<file path="src/rtl/phy_urx_defs.sv">
// Shared constants for the two-byte UART receiver phy_urx2.
//   urx_state_e   : receiver FSM state encoding (also exposed on dbg_state)
//   GAP_TO_US_DEF : default maximum inter-byte gap in microsecond ticks
//   SMP_*         : microsecond offsets (counted from the start edge) at which
//                   each bit of a byte is sampled, roughly mid-bit at 115200 baud
//   is_data_smp() : true when a counter value is one of the eight data offsets
package phy_urx_defs;

    typedef enum logic [1:0] {
        S_IDLE  = 2'd0,
        S_BYTE1 = 2'd1,
        S_GAP   = 2'd2,
        S_BYTE2 = 2'd3
    } urx_state_e;

    localparam logic [7:0] GAP_TO_US_DEF = 8'd100;

    localparam logic [7:0] SMP_START = 8'd4;
    localparam logic [7:0] SMP_SPARE = 8'd82;
    localparam logic [7:0] SMP_STOP  = 8'd91;
    localparam logic [7:0] SMP_DATA [8] = '{8'd13, 8'd22, 8'd30, 8'd39,
                                            8'd48, 8'd56, 8'd65, 8'd74};

    function automatic logic is_data_smp(input logic [7:0] cnt);
        logic hit;
        hit = 1'b0;
        for (int i = 0; i < 8; i++) begin
            if (cnt == SMP_DATA[i]) hit = 1'b1;
        end
        return hit;
    endfunction

endpackage

</file>
<file path="src/rtl/urx_sync.sv">
// Two-flop synchronizer for the asynchronous serial line plus a falling-edge
// detector on the synchronized value.
//   clk_sys : system clock
//   rst     : synchronous active-high reset; all flops reset to the idle level (1)
//   uart_rx : asynchronous serial input, idle high
//   rx_s    : synchronized line level
//   fall    : high for one cycle when rx_s is 0 and was 1 on the previous cycle
module urx_sync (
    input  logic clk_sys,
    input  logic rst,
    input  logic uart_rx,
    output logic rx_s,
    output logic fall
);

    logic meta_q, meta_d;
    logic sync_q, sync_d;
    logic prev_q, prev_d;

    always_comb begin
        meta_d = uart_rx;
        sync_d = meta_q;
        prev_d = sync_q;
    end

    always_ff @(posedge clk_sys) begin
        if (rst) begin
            meta_q <= 1'b1;
            sync_q <= 1'b1;
            prev_q <= 1'b1;
        end else begin
            meta_q <= meta_d;
            sync_q <= sync_d;
            prev_q <= prev_d;
        end
    end

    assign rx_s = sync_q;
    assign fall = prev_q & ~sync_q;

endmodule

</file>
<file path="src/rtl/phy_urx2.sv">
// Two-byte UART frame receiver. Each byte is start(0), 8 data bits LSB first,
// one ignored spare bit and stop(1). Bits are sampled at fixed microsecond
// offsets from the start edge, counted with the external pluse_us tick.
// The second byte must start within GAP_TO_US ticks of the first stop sample.
//   clk_sys   : system clock
//   rst       : synchronous active-high reset
//   pluse_us  : one-cycle tick per microsecond
//   uart_rx   : asynchronous serial line, idle high
//   rx_data   : last received word, {first byte, second byte}
//   rx_vld    : one-cycle pulse, rx_data just updated
//   rx_err    : one-cycle pulse, frame dropped (bad stop bit or gap timeout)
//   dbg_state : current FSM state, for observation only
//
// Handshake: rx_vld / rx_err are unqualified single-cycle strobes with no
// back-pressure; rx_data is stable from the rx_vld cycle until the next one.
module phy_urx2
    import phy_urx_defs::*;
#(
    parameter logic [7:0] GAP_TO_US = GAP_TO_US_DEF
) (
    input  logic        clk_sys,
    input  logic        rst,
    input  logic        pluse_us,
    input  logic        uart_rx,
    output logic [15:0] rx_data,
    output logic        rx_vld,
    output logic        rx_err,
    output urx_state_e  dbg_state
);

    logic rx_s;
    logic fall;

    urx_sync u_sync (
        .clk_sys (clk_sys),
        .rst     (rst),
        .uart_rx (uart_rx),
        .rx_s    (rx_s),
        .fall    (fall)
    );

    urx_state_e  state_q,   state_d;
    logic [7:0]  cnt_us_q,  cnt_us_d;
    logic [7:0]  gap_q,     gap_d;
    logic [7:0]  shift_q,   shift_d;
    logic [7:0]  hi_byte_q, hi_byte_d;
    logic [15:0] rx_data_q, rx_data_d;
    logic        rx_vld_q,  rx_vld_d;
    logic        rx_err_q,  rx_err_d;

    logic [7:0]  gap_inc;

    assign gap_inc = gap_q + 8'd1;

    always_comb begin
        state_d   = state_q;
        cnt_us_d  = cnt_us_q;
        gap_d     = gap_q;
        shift_d   = shift_q;
        hi_byte_d = hi_byte_q;
        rx_data_d = rx_data_q;
        rx_vld_d  = 1'b0;
        rx_err_d  = 1'b0;

        case (state_q)
            S_IDLE: begin
                if (fall) begin
                    cnt_us_d = 8'd0;
                    state_d  = S_BYTE1;
                end
            end

            S_GAP: begin
                // A start edge wins over a timeout landing on the same cycle.
                if (fall) begin
                    cnt_us_d = 8'd0;
                    state_d  = S_BYTE2;
                end else if (pluse_us) begin
                    gap_d = gap_inc;
                    if (gap_inc == GAP_TO_US) begin
                        rx_err_d = 1'b1;
                        state_d  = S_IDLE;
                    end
                end
            end

            S_BYTE1, S_BYTE2: begin
                if (pluse_us) begin
                    cnt_us_d = cnt_us_q + 8'd1;
                    case (cnt_us_q)
                        SMP_START: begin
                            // Line back high: the start edge was a glitch.
                            // The gap counter is left alone so a glitch in
                            // byte 2 does not extend the allowed gap.
                            if (rx_s) begin
                                state_d = (state_q == S_BYTE1) ? S_IDLE : S_GAP;
                            end
                        end
                        SMP_SPARE: begin
                            // Spare bit carries no information.
                        end
                        SMP_STOP: begin
                            if (!rx_s) begin
                                rx_err_d = 1'b1;
                                state_d  = S_IDLE;
                            end else if (state_q == S_BYTE1) begin
                                hi_byte_d = shift_q;
                                gap_d     = 8'd0;
                                state_d   = S_GAP;
                            end else begin
                                rx_data_d = {hi_byte_q, shift_q};
                                rx_vld_d  = 1'b1;
                                state_d   = S_IDLE;
                            end
                        end
                        default: begin
                            // LSB arrives first, so shift in from the top.
                            if (is_data_smp(cnt_us_q)) begin
                                shift_d = {rx_s, shift_q[7:1]};
                            end
                        end
                    endcase
                end
            end

            default: state_d = S_IDLE;
        endcase
    end

    always_ff @(posedge clk_sys) begin
        if (rst) begin
            state_q   <= S_IDLE;
            cnt_us_q  <= 8'd0;
            gap_q     <= 8'd0;
            shift_q   <= 8'd0;
            hi_byte_q <= 8'd0;
            rx_data_q <= 16'h0000;
            rx_vld_q  <= 1'b0;
            rx_err_q  <= 1'b0;
        end else begin
            state_q   <= state_d;
            cnt_us_q  <= cnt_us_d;
            gap_q     <= gap_d;
            shift_q   <= shift_d;
            hi_byte_q <= hi_byte_d;
            rx_data_q <= rx_data_d;
            rx_vld_q  <= rx_vld_d;
            rx_err_q  <= rx_err_d;
        end
    end

    assign rx_data   = rx_data_q;
    assign rx_vld    = rx_vld_q;
    assign rx_err    = rx_err_q;
    assign dbg_state = state_q;

endmodule

</file>
<file path="config.mk">
export PLATFORM = sky130hd
export DESIGN_NAME = phy_urx2
export DESIGN_NICKNAME = d
export VERILOG_FILES = /design/src/rtl/phy_urx_defs.sv /design/src/rtl/urx_sync.sv /design/src/rtl/phy_urx2.sv
export SDC_FILE = /design/constraint.sdc
export NUM_CORES = 1
export LEC_CHECK = 0
export ABC_CLOCK_PERIOD_IN_PS = 2550
export CAP_MARGIN = 20
export CORE_ASPECT_RATIO = 1.25
export CORE_MARGIN = 5
export CORE_UTILIZATION = 40
export DETAILED_ROUTE_END_ITERATION = 8
export GPL_TIMING_DRIVEN = 0
export MAX_ROUTING_LAYER = met4
export PLACE_DENSITY = 0.63
export SLEW_MARGIN = 0
export SYNTH_ARGS = -nofsm -noshare
export SYNTH_HDL_FRONTEND = slang
export SYNTH_SLANG_ARGS = --single-unit
</file>
<file path="constraint.sdc">
create_clock -name clk_sys -period 2.55 [get_ports clk_sys]
set_input_delay 0.3825 -clock clk_sys [delete_from_list [all_inputs] [get_ports clk_sys]]
set_output_delay 0.3825 -clock clk_sys [all_outputs]
set_load 0.02 [all_outputs]
</file>
Word-level counts from Yosys, hierarchy flattened. Index checks and enable logic that the tools add are counted.

Register bits after elaboration: 55. Bits of input ports: 4. Output and inout port bits: 20. Word-level logic and storage cells: 99.

Add/sub/neg operators: 2. Equality and inequality tests: 27. Mux-type cells: 40. Bitwise operators: 7. Reduce and logical (&&, ||, !) cells: 12.

Operator list (count): $mux 8 (8); $eq 8x7->1 const B (5); $pmux 8 s2 (2); $eq 8x6->1 const B (3); $mux 1 (18); $mux 2 (9); $add 8x1->8 const B (2); $eq 8x5->1 const B (2); $ne 2x2->1 const B (6); $reduce_and 5->1 (2); $ne 3x3->1 const B (3); $eq 8x3->1 const B (1); $eq 8x4->1 const B (1); $reduce_and 7->1 (1); $not 1->1 (6); $pmux 2 s3 (1); $reduce_and 6->1 (1); $reduce_or 5->1 (1); $eq 2x2->1 const B (2); $ne 2x1->1 const B (2); $pmux 2 s2 (1); $reduce_and 4->1 (1); $reduce_or 2->1 (2); $ne 3x2->1 const B (1); 7 further kinds (7).

Logic depth before layout (Yosys ltp). Gate-level depths: netlist of the first run.

Depth after elaboration: 13. Depth in mapped cells: 8. Mapped depth without buffers: 7.

Modules after synthesis. From an unflattened synthesis of the first run, not the netlist that was laid out.

Cells, all modules: 256. Area total of the unflattened synthesis: 2468.6 µm².

Modules (own cells, without submodules): phy_urx2 (instances 1, cells an instance 249, area each 2383.5 µm², seq. area each 1041.0 µm²); urx_sync (instances 1, cells an instance 7, area each 85.1 µm², seq. area each 60.1 µm²).

Least setup slack after synthesis of the first run. Ideal clock, no wire load.

Path type: flip-flop to flip-flop. Start point: reg cnt_us_q[2]. End point: reg rx_data_q[11], in the netlist rx_data[11]. Library setup time: 0.128 ns. Arrival: 2.111 ns. Data required time: 2.422 ns. Slack: 0.311 ns. Cell stages (with the launch flop): 9. Buffers on the path: 3. Period minus slack after synthesis: 2.239 ns. Cell sequence: dfxtp_1 -> buf_6 -> or3b_4 -> or3_4 -> buf_6 -> nor3_4 -> buf_12 -> mux2i_1 -> nor2_1.

Longest elaborated chain between the ends: 2.

Ends and longest elaborated chain: start: declaration (RTL line phy_urx2.sv:43) `logic [7:0] cnt_us_q, cnt_us_d;`; start signal: assignment (RTL line phy_urx2.sv:142) `cnt_us_q <= cnt_us_d;`; $eq 8x7->1 (RTL line phy_urx2.sv:90) `case (cnt_us_q)`; $reduce_and 5->1 (no source line); end signal: assignment (RTL line phy_urx2.sv:146) `rx_data_q <= rx_data_d;`; end: declaration (RTL line phy_urx2.sv:47) `logic [15:0] rx_data_q, rx_data_d;`.

No other way between the ends. A chain may end at the register's enable or synchronous reset.

Final worst setup path of the first run.
Start point: reg cnt_us_q[2]. End point: reg rx_data_q[0], in the netlist rx_data[0].

The elaborated chain is that of the path after synthesis.

==> results of run 1 <==
-- cell families after synthesis --
| kind of cell | count (synthesis) |
|---|---|
| buffers and inverters | 18 |
| xor gates and xnor gates | 10 |
| adders and majority gates | 5 |
| and+or+nand+nor | 119 |
| muxes | 33 |
| AOI/OAI and AO/OA | 20 |
| DFF | 55 |
-- per-layer routing --
metal,vias up,wire [µm]
met5,-,0
met4,0,68
met3,7,145
met2,24,2320
met1,840,2360
li1,954,-
-- worst register-to-register path, delay by kind of cell, from the launching register on --
family | cells | cell delay [ns]
mux | 1 | 0.20
buf+inv | 3 | 0.49
simple gates | 4 | 1.33
flops | 1 | 0.32
-- layout by cell type, fill, tap and decap left out, drive strengths merged, types with 5 or more instances in the layout --
| master | n |
|---|---|
| nand2 | 14 |
| mux2i | 33 |
| clkbuf | 12 |
| nand2b | 11 |
| nand3 | 8 |
| dfxtp | 55 |
| clkdlybuf4s50 | 23 |
| a21oi | 6 |
| nor3 | 11 |
| ha | 5 |
| xor2 | 7 |
| nor2 | 42 |
| buf | 9 |
| or2 | 6 |
-- power by group --
part           internal, mW  total [mW]  leakage (nW)  switching, mW
Sequential            0.863       0.870         0.444        0.00678
Clock                 0.288       0.551        0.0513          0.263
Combinational        0.0235      0.0603         0.507         0.0368
Total                  1.18        1.48          1.00          0.307
-- flip-flops by register name (all words and copies together), names as in the netlist --
name,flops
u_sync.prev_q,1
rx_err,1
cnt_us_q,8
u_sync.meta_q,1
rx_data,16
gap_q,8
hi_byte_q,8
rx_vld,1
shift_q,8
dbg_state,2
u_sync.rx_s,1
-- through the flow --
| step | setup slack [ns] | instance area (µm²) | util (%) | power [mW] |
|---|---|---|---|---|
| finish | 0.124 | 2920 | 48.0 | 1.48 |
| detailed placement | -0.0314 | 2820 | 46.3 | 0.952 |
| CTS | 0.0859 | 2920 | 48.0 | 1.51 |
| global placement | 0.0173 | 2820 | 46.3 | 0.951 |
| global route | 0.000884 | 2920 | 48.0 | 1.56 |
| floorplan | 0.311 | 2480 | - | 0.928 |
-- worst max-delay path by stage --
stage	startpoint	to	slack [ns]	cells after the start
after global routing	cnt_us_q[1]	rx_data[0]	0.0009	8
final	cnt_us_q[2]	rx_data[0]	0.12	8
after global placement	pluse_us	shift_q[3]	0.02	6
after floorplan	cnt_us_q[2]	rx_data[11]	0.31	8
after CTS	cnt_us_q[2]	rx_data[11]	0.09	8
after detailed placement	pluse_us	shift_q[0]	-0.03	6
-- layout make-up --
cell class	instances	area [µm²]	share of cell area [%]
well taps	85	106	3.64
flip-flops and latches	55	1100	37.7
inverters	3	11.3	0.386
plain buffers	15	109	3.73
multi-input cells	187	1260	43.1
clock buffers	6	72.6	2.49
repair buffers	23	230	7.89
clock inverters	1	30.0	1.03
==> Implementation_results.wiki, run 1 <==
{| class="wikitable"
! Metric !! Value
|-
| Fraction of synthesized cell area taken by the top area cell type || 44.4%
|-
| Iteration-0 DRC Markers || 140
|-
| Worst flop-to-flop path endpoint || rx_data[0]
|-
| Clock tree from TritonCTS || built
|-
| WHS Endpoint || u_sync.rx_s
|-
| Cell breakdown of the critical path || buf_6 > or3b_4 > or3_4 > buf_6 > nor3_4 > buf_12 > mux2i_1 > nor2_1
|-
| Antenna diode count || 0
|-
| Top Ports || 24
|-
| Nets in the synthesized netlist || 269
|-
| Post-Route Setup TNS || 0 ns
|-
| Overall via count from detail_route || 1,825
|-
| Vias in the first global route || 1,814
|-
| RSZ-0062 raised after global routing || no
|-
| Xor and xnor area share after synthesis || 3.53%
|-
| Reg2Reg Depth || 8
|-
| Post-synthesis mux area share || a little over an eighth
|-
| Simple-gate share of the synthesized area || 26.1%
|-
| Clock transition time at the flip-flop clock pins of the worst setup and hold paths || 0.09 ns
|-
| Number of flops mapped to enable cells by yosys || 0
|-
| Final Hold Vio Count || 0
|-
| DIE AREA || 7880 µm²
|-
| Proportion of layout cells with a drive suffix above 1 || 9.31%
|-
| Buffers inserted during post-CTS setup optimization || 0
|-
| Required time at the endpoint of the critical path || 2.74 ns
|-
| Slew Viols, Final || 0
|-
| Met2 Resource Use GR || 21.9%
|-
| Synth Area per Inst || 9.54 µm²
|-
| Detail Placement HPWL || 3530 µm
|-
| Critical hold path startpoint || u_sync.meta_q
|-
| DRC violation count after routing || 0
|-
| Met3 track demand over resource in global routing || about 2.9%
|-
| Post-synthesis share of cell area spent on full adders, half adders and majority gates || 2.52%
|-
| Start of the worst register-to-register path || cnt_us_q[2]
|-
| Largest fanout on the critical path || 10
|-
| Post-CTS resize count || 0
|-
| Most used standard cells in the synthesized netlist || sky130_fd_sc_hd__dfxtp_1 (55), sky130_fd_sc_hd__nor2_1 (42), sky130_fd_sc_hd__mux2i_1 (33), sky130_fd_sc_hd__nand2_1 (14), sky130_fd_sc_hd__nand2b_1 (11)
|-
| Worst hold path class || reg -> reg
|-
| Vias per inst || 4.87
|-
| Final RePlAce weighted congestion || about 0.77
|-
| Post-synth cell types || 45
|-
| Run status || finished, final reports clean
|-
| Synth top area cells || sky130_fd_sc_hd__dfxtp_1 (44%), sky130_fd_sc_hd__mux2i_1 (13%), sky130_fd_sc_hd__nor2_1 (6.4%), sky130_fd_sc_hd__nand2b_1 (2.8%), sky130_fd_sc_hd__ha_1 (2.5%)
|-
| Nets || around 300
|-
| Cell with the most instances after synthesis || sky130_fd_sc_hd__dfxtp_1
|-
| Wire length of the first global-routing pass || 8770 µm
|-
| Tightest Pin Transition || 0.526 ns
|-
| Gr ovfl total || 0
|-
| Post-synthesis to final-layout area growth || 17.7%
|-
| Period utilization || 95.2%
|-
| CP Capture Type || register
|-
| Highest clock rate || 412 MHz
|-
| Count of final setup violators || 0
|-
| Primary FF master, synth || sky130_fd_sc_hd__dfxtp_1
|-
| Final cell count without fillers || 375
|-
| Fraction of registers with async set/reset || 0%
|-
| Remaining antenna violation count after routing || 0
|-
| Maximum number of pins on one net before global-route repair || 16
|-
| Placeable Area || 6090 µm²
|-
| Number of placed instances, taps included || 368
|-
| Starting density of the core || 40.7%
|-
| Cells after Synth || 260
|-
| Number of buffers added on ports || 23
|-
| Worst skew pair latency || 0.30 ns
|-
| Global routing met1 resource utilization || 19.3%
|-
| Hold path cells || 1
|-
| Number of sinks handled by clock tree synthesis || 55
|-
| Combinational family with the most area after synthesis || simple AND/OR/NAND/NOR gates
|-
| Maximum vdd drop || 0.000323 V
|-
| Number of levels the H-tree was split into || 2
|-
| Post-synth top area cell || sky130_fd_sc_hd__dfxtp_1
|-
| Drt pass-1 iters || 4
|-
| Classification of the worst setup path || reg -> reg
|-
| Register bit count reported by yosys || 55
|-
| Site Rows || 32
|-
| Die width || 80.4 µm
|-
| Maximum root-to-sink buffer count || 2
|-
| Relative slew slack || 64.8%
|-
| Worst path max stage delay || about 0.45 ns
|-
| Cell with the largest stage delay on the worst path || sky130_fd_sc_hd__nor3_4
|-
| Netlist area before placement || 2480 µm²
|-
| Detailed-route wire length per cell || 13.1 µm
|-
| Yosys warning count || 0
|-
| Worst Hold Slack || 0.426 ns
|-
| Most repeated library cell on the critical path || sky130_fd_sc_hd__buf_6
|-
| Layout filler cell count || 600
|-
| Max-capacitance violation count || 0
|-
| Overall track demand over capacity in global routing || 14.4%
|-
| Part of the Yosys area used for sequential elements || between 40 and 50%
|-
| GR peak layer || met2
|-
| Vertical die dimension || 98.0 µm
|-
| Arrival time at the worst endpoint || 2.61 ns
|-
| Cell class contributing the biggest share of worst-path delay || simple AND/OR/NAND/NOR gates
|-
| Type of origin of the critical path || register
|-
| Number of buffer and inverter instances along the worst setup path || 3
|-
| Minimum setup slack among reg-to-reg paths || 0.12 ns
|-
| Pwr/cell area || between 500 and 600 nW/µm²
|-
| Max Clock Skew || 0.00826 ns
|-
| Buffer type at the clock tree root || sky130_fd_sc_hd__clkbuf_8
|-
| Initial antenna violation count || 0
|-
| Wire length reported by the detailed router || 4900 µm
|-
| CTS buffer count || 5
|-
| Total of hold buffers inserted after clock tree synthesis || 0
|-
| Clock period minus worst slack || 2.43 ns
|-
| Static leakage || about 1 nW
|-
| Synth Area in Compound Gates || under 10%
|}
Power figures use the tool's default switching activity.
==> run 2, diff against run 1 <==
- CTS_BUF_LIST: unset -> sky130_fd_sc_hd__clkbuf_4 sky130_fd_sc_hd__clkbuf_8
==> Implementation_results.wiki, run 2 (synthesis results as in run 1) <==
{| class="wikitable"
! Metric !! Value
|-
| Wire length of the first global-routing pass || 8770 µm (unchanged)
|-
| Overall power || 1.50 mW (+0.94%)
|-
| Number of flip-flops in the largest register || 16 (unchanged)
|-
| CP Capture Type || register
|-
| Nets || 299 (unchanged)
|-
| Buffer type at the clock tree root || sky130_fd_sc_hd__clkbuf_8
|-
| Number of buffers added on ports || 23 (unchanged)
|-
| Die width || 80.4 µm (unchanged)
|-
| Vias per inst || 4.90 (+0.60%)
|-
| Starting density of the core || 40.7% (unchanged)
|-
| Max Clock Skew || 0.0107 ns (+0.00244 ns)
|-
| Layout filler cell count || 600 (unchanged)
|-
| Max-capacitance violation count || 0 (unchanged)
|-
| Initial antenna violation count || 0 (unchanged)
|-
| Post-Route Setup TNS || 0 ns (unchanged)
|-
| Overall track demand over capacity in global routing || 14.4% (-0.019 points)
|-
| Slew Viols, Final || 0 (unchanged)
|-
| Total of hold buffers inserted after clock tree synthesis || 0 (unchanged)
|-
| Arrival time at the worst endpoint || 2.61 ns (about the same)
|-
| Gr ovfl total || 0 (unchanged)
|-
| Clock tree from TritonCTS || built
|-
| Net switching power || 0.310 mW (+1.0%)
|-
| Combinational share of power || 4.0% (about the same)
|-
| Wire length reported by the detailed router || 4910 µm (+0.18%)
|-
| Vertical die dimension || 98.0 µm (unchanged)
|-
| Area of combinational cells with multiple inputs || 1260 µm² (unchanged)
|-
| Run status || finished, final reports clean
|-
| Number of sinks handled by clock tree synthesis || 55 (unchanged)
|-
| Required time at the endpoint of the critical path || 2.74 ns (about the same)
|-
| Proportion of layout cells with a drive suffix above 1 || 9.66% (+0.34 points)
|-
| Sequential standard cell area || 1100 µm² (unchanged)
|-
| Highest clock rate || 412 MHz (about the same)
|-
| Clock period minus worst slack || 2.43 ns (-0.000939 ns)
|-
| Site Rows || 32 (unchanged)
|-
| Maximum root-to-sink buffer count || 2 (unchanged)
|-
| Relative slew slack || 64.9% (+0.067 points)
|-
| Highest-count cells in the layout ignoring fill and taps || sky130_fd_sc_hd__dfxtp_1 (55), sky130_fd_sc_hd__nor2_1 (42), sky130_fd_sc_hd__mux2i_1 (33)
|-
| Tightest Pin Transition || 0.525 ns (-0.000999 ns)
|-
| Worst skew pair latency || 0.30 ns (about the same)
|-
| RSZ-0062 raised after global routing || no
|-
| Final RePlAce weighted congestion || 0.770 (unchanged)
|-
| Clock network fraction of total power || 37.8% (+0.6 points)
|-
| Count of final setup violators || 0 (unchanged)
|-
| Final instance area || 2920 µm² (+0.13%)
|-
| Remaining antenna violation count after routing || 0 (unchanged)
|-
| Buffers inserted during post-CTS setup optimization || 0 (unchanged)
|-
| Type of origin of the critical path || register
|-
| Minimum setup slack among reg-to-reg paths || 0.12 ns (about the same)
|-
| Post-CTS resize count || 0 (unchanged)
|-
| Iteration-0 DRC Markers || 120 (-14%)
|-
| Post-Place Cell Area || 2820 µm² (unchanged)
|-
| Detail Placement HPWL || 3530 µm (unchanged)
|-
| Switching power as a share of total power || 20.7% (about the same)
|-
| Overall via count from detail_route || 1,836 (+0.60%)
|-
| Final Hold Vio Count || 0 (unchanged)
|-
| DRC violation count after routing || 0 (unchanged)
|-
| Clock transition time at the flip-flop clock pins of the worst setup and hold paths || 0.09 ns (about the same)
|-
| Static leakage || 1.01 nW (+0.34%)
|-
| Antenna diode count || 0 (unchanged)
|-
| DIE AREA || 7880 µm² (unchanged)
|-
| Worst hold path class || reg -> reg
|-
| Top Ports || 24 (unchanged)
|-
| Maximum number of pins on one net before global-route repair || 16 (unchanged)
|-
| Number of levels the H-tree was split into || 2 (unchanged)
|-
| Maximum vdd drop || 0.000323 V (about the same)
|-
| Worst Hold Slack || 0.426 ns (-0.0000420 ns)
|-
| Pwr/cell area || 512 nW/µm² (+0.81%)
|-
| Proportion of power drawn by flip-flops and latches || 58.2% (-0.5 points)
|-
| Drt pass-1 iters || 4 (unchanged)
|-
| Vias in the first global route || 1,829 (+0.83%)
|-
| Period utilization || 95.1% (about the same)
|-
| Classification of the worst setup path || reg -> reg
|-
| Number of placed instances, taps included || 368 (unchanged)
|-
| Detailed-route wire length per cell || 13.1 µm (+0.18%)
|-
| Placeable Area || 6090 µm² (unchanged)
|-
| Internal power || 1.19 mW (+0.91%)
|-
| Final cell count without fillers || 375 (unchanged)
|-
| CTS buffer count || 5 (unchanged)
|-
| Largest fanout on the critical path || 10 (unchanged)
|-
| Post-synthesis to final-layout area growth || 17.9%
|-
| Most common library cell in the layout ignoring fill and taps || sky130_fd_sc_hd__dfxtp_1
|}
## run 2: through the flow
| step | utilization, % | setup slack, ns |
|---|---|---|
| after floorplan | - | 0.311 |
| after global placement | 46.3 | 0.0173 |
| after detailed placement | 46.3 | -0.0314 |
| after CTS | 48.0 | 0.0859 |
| after global routing | 48.0 | 0.000879 |
| final | 48.0 | 0.125 |
## run 2: power groups by stage
stage                     combinational, mW  clock, mW  sequential, mW
final                                0.0603      0.565           0.870
after CTS                            0.0614      0.587           0.870
after global routing                 0.0685      0.628           0.872
after floorplan                      0.0373          0           0.891
after detailed placement             0.0612          0           0.890
after global placement               0.0610          0           0.890
## run 2: final cells by class
type,instances,area share [%]
multi-input cells,187,43.1
flip-flops and latches,55,37.7
repair buffers,23,7.88
plain buffers,15,3.72
well taps,85,3.64
clock buffers,6,2.61
clock inverters,1,1.03
inverters,3,0.385
## run 2: worst paths after layout
path	cells past startpoint	end	startpoint
worst max register to register	7	rx_data[0]	cnt_us_q[6]
worst min-delay path	1	u_sync.rx_s	u_sync.meta_q
worst min register to register	1	u_sync.rx_s	u_sync.meta_q
worst max-delay path	7	rx_data[0]	cnt_us_q[6]
## run 2: layer usage
| metal | GRT usage [%] | routed length [µm] |
|---|---|---|
| met1 | 19.0 | 2340 |
| met3 | 2.86 | 152 |
| met5 | - | 0 |
| met4 | 4.29 | 68 |
| met2 | 22.1 | 2340 |
## run 2: worst max-delay path, stage by stage, from the launching register on
cell	delay, ns
sky130_fd_sc_hd__dfxtp_1	0.41
sky130_fd_sc_hd__or3b_4	0.44
sky130_fd_sc_hd__or3_4	0.40
sky130_fd_sc_hd__buf_6	0.14
sky130_fd_sc_hd__nor3_4	0.45
sky130_fd_sc_hd__buf_12	0.21
sky130_fd_sc_hd__mux2i_1	0.19
sky130_fd_sc_hd__nor2_1	0.06
==> run 3, diff against run 2 <==
- CTS_CLUSTER_SIZE: unset -> 40
- PLACE_DENSITY: 0.63 -> unset
- PLACE_DENSITY_LB_ADDON: unset -> 0.08
==> Implementation_results.wiki, run 3 (synthesis results as in run 1) <==
{| class="wikitable"
! Metric !! Value
|-
| Net switching power || 0.339 mW (+9.3%)
|-
| Max Clock Skew || 0.00526 ns (-0.00544 ns)
|-
| Die width || 80.4 µm (unchanged)
|-
| Number of levels the H-tree was split into || 2 (unchanged)
|-
| Initial antenna violation count || 0 (unchanged)
|-
| CP Capture Type || register
|-
| Starting density of the core || 40.7% (unchanged)
|-
| Max-capacitance violation count || 0 (unchanged)
|-
| Clock network fraction of total power || 39.8% (+2.0 points)
|-
| Iteration-0 DRC Markers || 110 (-8.3%)
|-
| Highest clock rate || 414 MHz (+0.48%)
|-
| Final Hold Vio Count || 0 (unchanged)
|-
| Period utilization || 94.7% (-0.46 points)
|-
| Maximum root-to-sink buffer count || 2 (unchanged)
|-
| Area of combinational cells with multiple inputs || 1260 µm² (+0.20%)
|-
| Number of flip-flops in the largest register || 16 (unchanged)
|-
| Sequential standard cell area || 1100 µm² (unchanged)
|-
| Vertical die dimension || 98.0 µm (unchanged)
|-
| Vias per inst || 4.92 (+0.49%)
|-
| Post-Place Cell Area || 2820 µm² (unchanged)
|-
| Nets || 298 (-0.33%)
|-
| Overall via count from detail_route || 1,845 (+0.49%)
|-
| Most common library cell in the layout ignoring fill and taps || sky130_fd_sc_hd__dfxtp_1
|-
| Relative slew slack || 62.4% (-2.5 points)
|-
| RSZ-0062 raised after global routing || no
|-
| Largest fanout on the critical path || 10 (unchanged)
|-
| Classification of the worst setup path || reg -> reg
|-
| Buffers inserted during post-CTS setup optimization || 0 (unchanged)
|-
| Vias in the first global route || 1,786 (-2.4%)
|-
| Post-Route Setup TNS || 0 ns (unchanged)
|-
| Post-CTS resize count || 0 (unchanged)
|-
| Arrival time at the worst endpoint || 2.60 ns (about the same)
|-
| Slew Viols, Final || 0 (unchanged)
|-
| Static leakage || 1.01 nW (+0.26%)
|-
| Detailed-route wire length per cell || 13.8 µm (+5.5%)
|-
| Final RePlAce weighted congestion || 0.860 (+12%)
|-
| Run status || finished, final reports clean
|-
| Maximum vdd drop || 0.000343 V (+6.4%)
|-
| Count of final setup violators || 0 (unchanged)
|-
| Post-synthesis to final-layout area growth || 18.4%
|-
| Remaining antenna violation count after routing || 0 (unchanged)
|-
| Pwr/cell area || 528 nW/µm² (+3.1%)
|-
| Site Rows || 32 (unchanged)
|-
| DRC violation count after routing || 0 (unchanged)
|-
| Minimum setup slack among reg-to-reg paths || 0.14 ns (about the same)
|-
| Highest-count cells in the layout ignoring fill and taps || sky130_fd_sc_hd__dfxtp_1 (55), sky130_fd_sc_hd__nor2_1 (42), sky130_fd_sc_hd__mux2i_1 (33)
|-
| Clock tree from TritonCTS || built
|-
| Gr ovfl total || 0 (unchanged)
|-
| Number of buffers added on ports || 23 (unchanged)
|-
| Wire length of the first global-routing pass || 8760 µm (-0.15%)
|-
| Buffer type at the clock tree root || sky130_fd_sc_hd__clkbuf_8
|-
| Cell with the largest stage delay on the worst path || sky130_fd_sc_hd__nor3_4
|-
| Clock transition time at the flip-flop clock pins of the worst setup and hold paths || 0.10 ns (about the same)
|-
| Detail Placement HPWL || 3690 µm (+4.3%)
|-
| Proportion of layout cells with a drive suffix above 1 || 10.3% (+0.69 points)
|-
| Tightest Pin Transition || 0.563 ns (+0.0379 ns)
|-
| DIE AREA || 7880 µm² (unchanged)
|-
| Clock period minus worst slack || 2.41 ns (-0.0117 ns)
|-
| Worst skew pair latency || 0.30 ns (about the same)
|-
| Final instance area || 2940 µm² (+0.47%)
|-
| Top Ports || 24 (unchanged)
|-
| Placeable Area || 6090 µm² (unchanged)
|-
| CTS buffer count || 5 (unchanged)
|-
| Layout filler cell count || 631 (+5.2%)
|-
| Worst path max stage delay || 0.44 ns (about the same)
|-
| Total of hold buffers inserted after clock tree synthesis || 0 (unchanged)
|-
| Worst Hold Slack || 0.413 ns (-0.0134 ns)
|-
| Required time at the endpoint of the critical path || 2.73 ns (about the same)
|-
| Post-route core utilization || 48.3% (+0.23 points)
|-
| Antenna diode count || 0 (unchanged)
|-
| Cell breakdown of the critical path || buf_6 > or3b_4 > or3_4 > buf_6 > nor3_4 > buf_12 > mux2i_1 > nor2_1
|-
| Switching power as a share of total power || 21.9% (+1.1 points)
|-
| Combinational share of power || 4.0% (about the same)
|-
| Most repeated library cell on the critical path || sky130_fd_sc_hd__buf_6
|-
| Worst hold path class || reg -> reg
|-
| Overall track demand over capacity in global routing || 14.4% (+0.028 points)
|-
| Type of origin of the critical path || register
|-
| Drt pass-1 iters || 4 (unchanged)
|-
| Maximum number of pins on one net before global-route repair || 18 (+2)
|-
| Proportion of power drawn by flip-flops and latches || 56.2% (-2.0 points)
|-
| Internal power || 1.21 mW (+2.1%)
|-
| Wire length reported by the detailed router || 5170 µm (+5.5%)
|-
| Number of sinks handled by clock tree synthesis || 55 (unchanged)
|}
-- run 3: power groups by stage --
stage	logic (mW)	registers [mW]	clock network (mW)
CTS	0.0629	0.871	0.644
floorplan	0.0373	0.891	0
finish	0.0622	0.871	0.617
global placement	0.0618	0.890	0
global route	0.0697	0.872	0.679
detailed placement	0.0625	0.890	0
-- run 3: metal layers --
layer  track usage (%)  up-vias  wire length [µm]  part of all wire [%]
li1                  -      954                 -                     -
met1              18.7      842              2420                    47
met2              23.0       45              2530                    49
met3              2.31        4               177                   3.4
met4              4.29        0                49                  0.95
met5                 -        -                 0                     0
-- run 3: path summary, 6_finish.rpt --
path | start | end | cells past startpoint
hold reg to reg | u_sync.meta_q | u_sync.rx_s | 1
hold / removal | u_sync.meta_q | u_sync.rx_s | 1
setup / recovery | cnt_us_q[2] | rx_data[14] | 8
setup reg to reg | cnt_us_q[2] | rx_data[14] | 8
-- run 3: through the flow --
| stage | power, mW | instances | worst slack [ns] |
|---|---|---|---|
| floorplan | 0.928 | 260 | 0.311 |
| global placement | 0.952 | 368 | 0.00000311 |
| detailed placement | 0.953 | 368 | 0.00703 |
| CTS | 1.58 | 376 | 0.0781 |
| global route | 1.62 | 375 | 0.0215 |
| finish | 1.55 | 375 | 0.136 |
-- run 3: area by class of cell --
| cell class | count | share of cell area (%) |
|---|---|---|
| Inverter | 3 | 0.383 |
| Clock inverter | 2 | 1.32 |
| Multi-Input combinational cell | 187 | 42.9 |
| Sequential cell | 55 | 37.5 |
| Clock buffer | 6 | 2.81 |
| Tap cell | 85 | 3.62 |
| Buffer | 14 | 3.58 |
| Timing Repair Buffer | 23 | 7.84 |
-- run 3: critical path, delay by kind of cell (launching register included) --
kind | cells | cell delay (ns)
mux | 1 | 0.19
flops | 1 | 0.32
simple gates | 4 | 1.30
buf+inv | 3 | 0.49
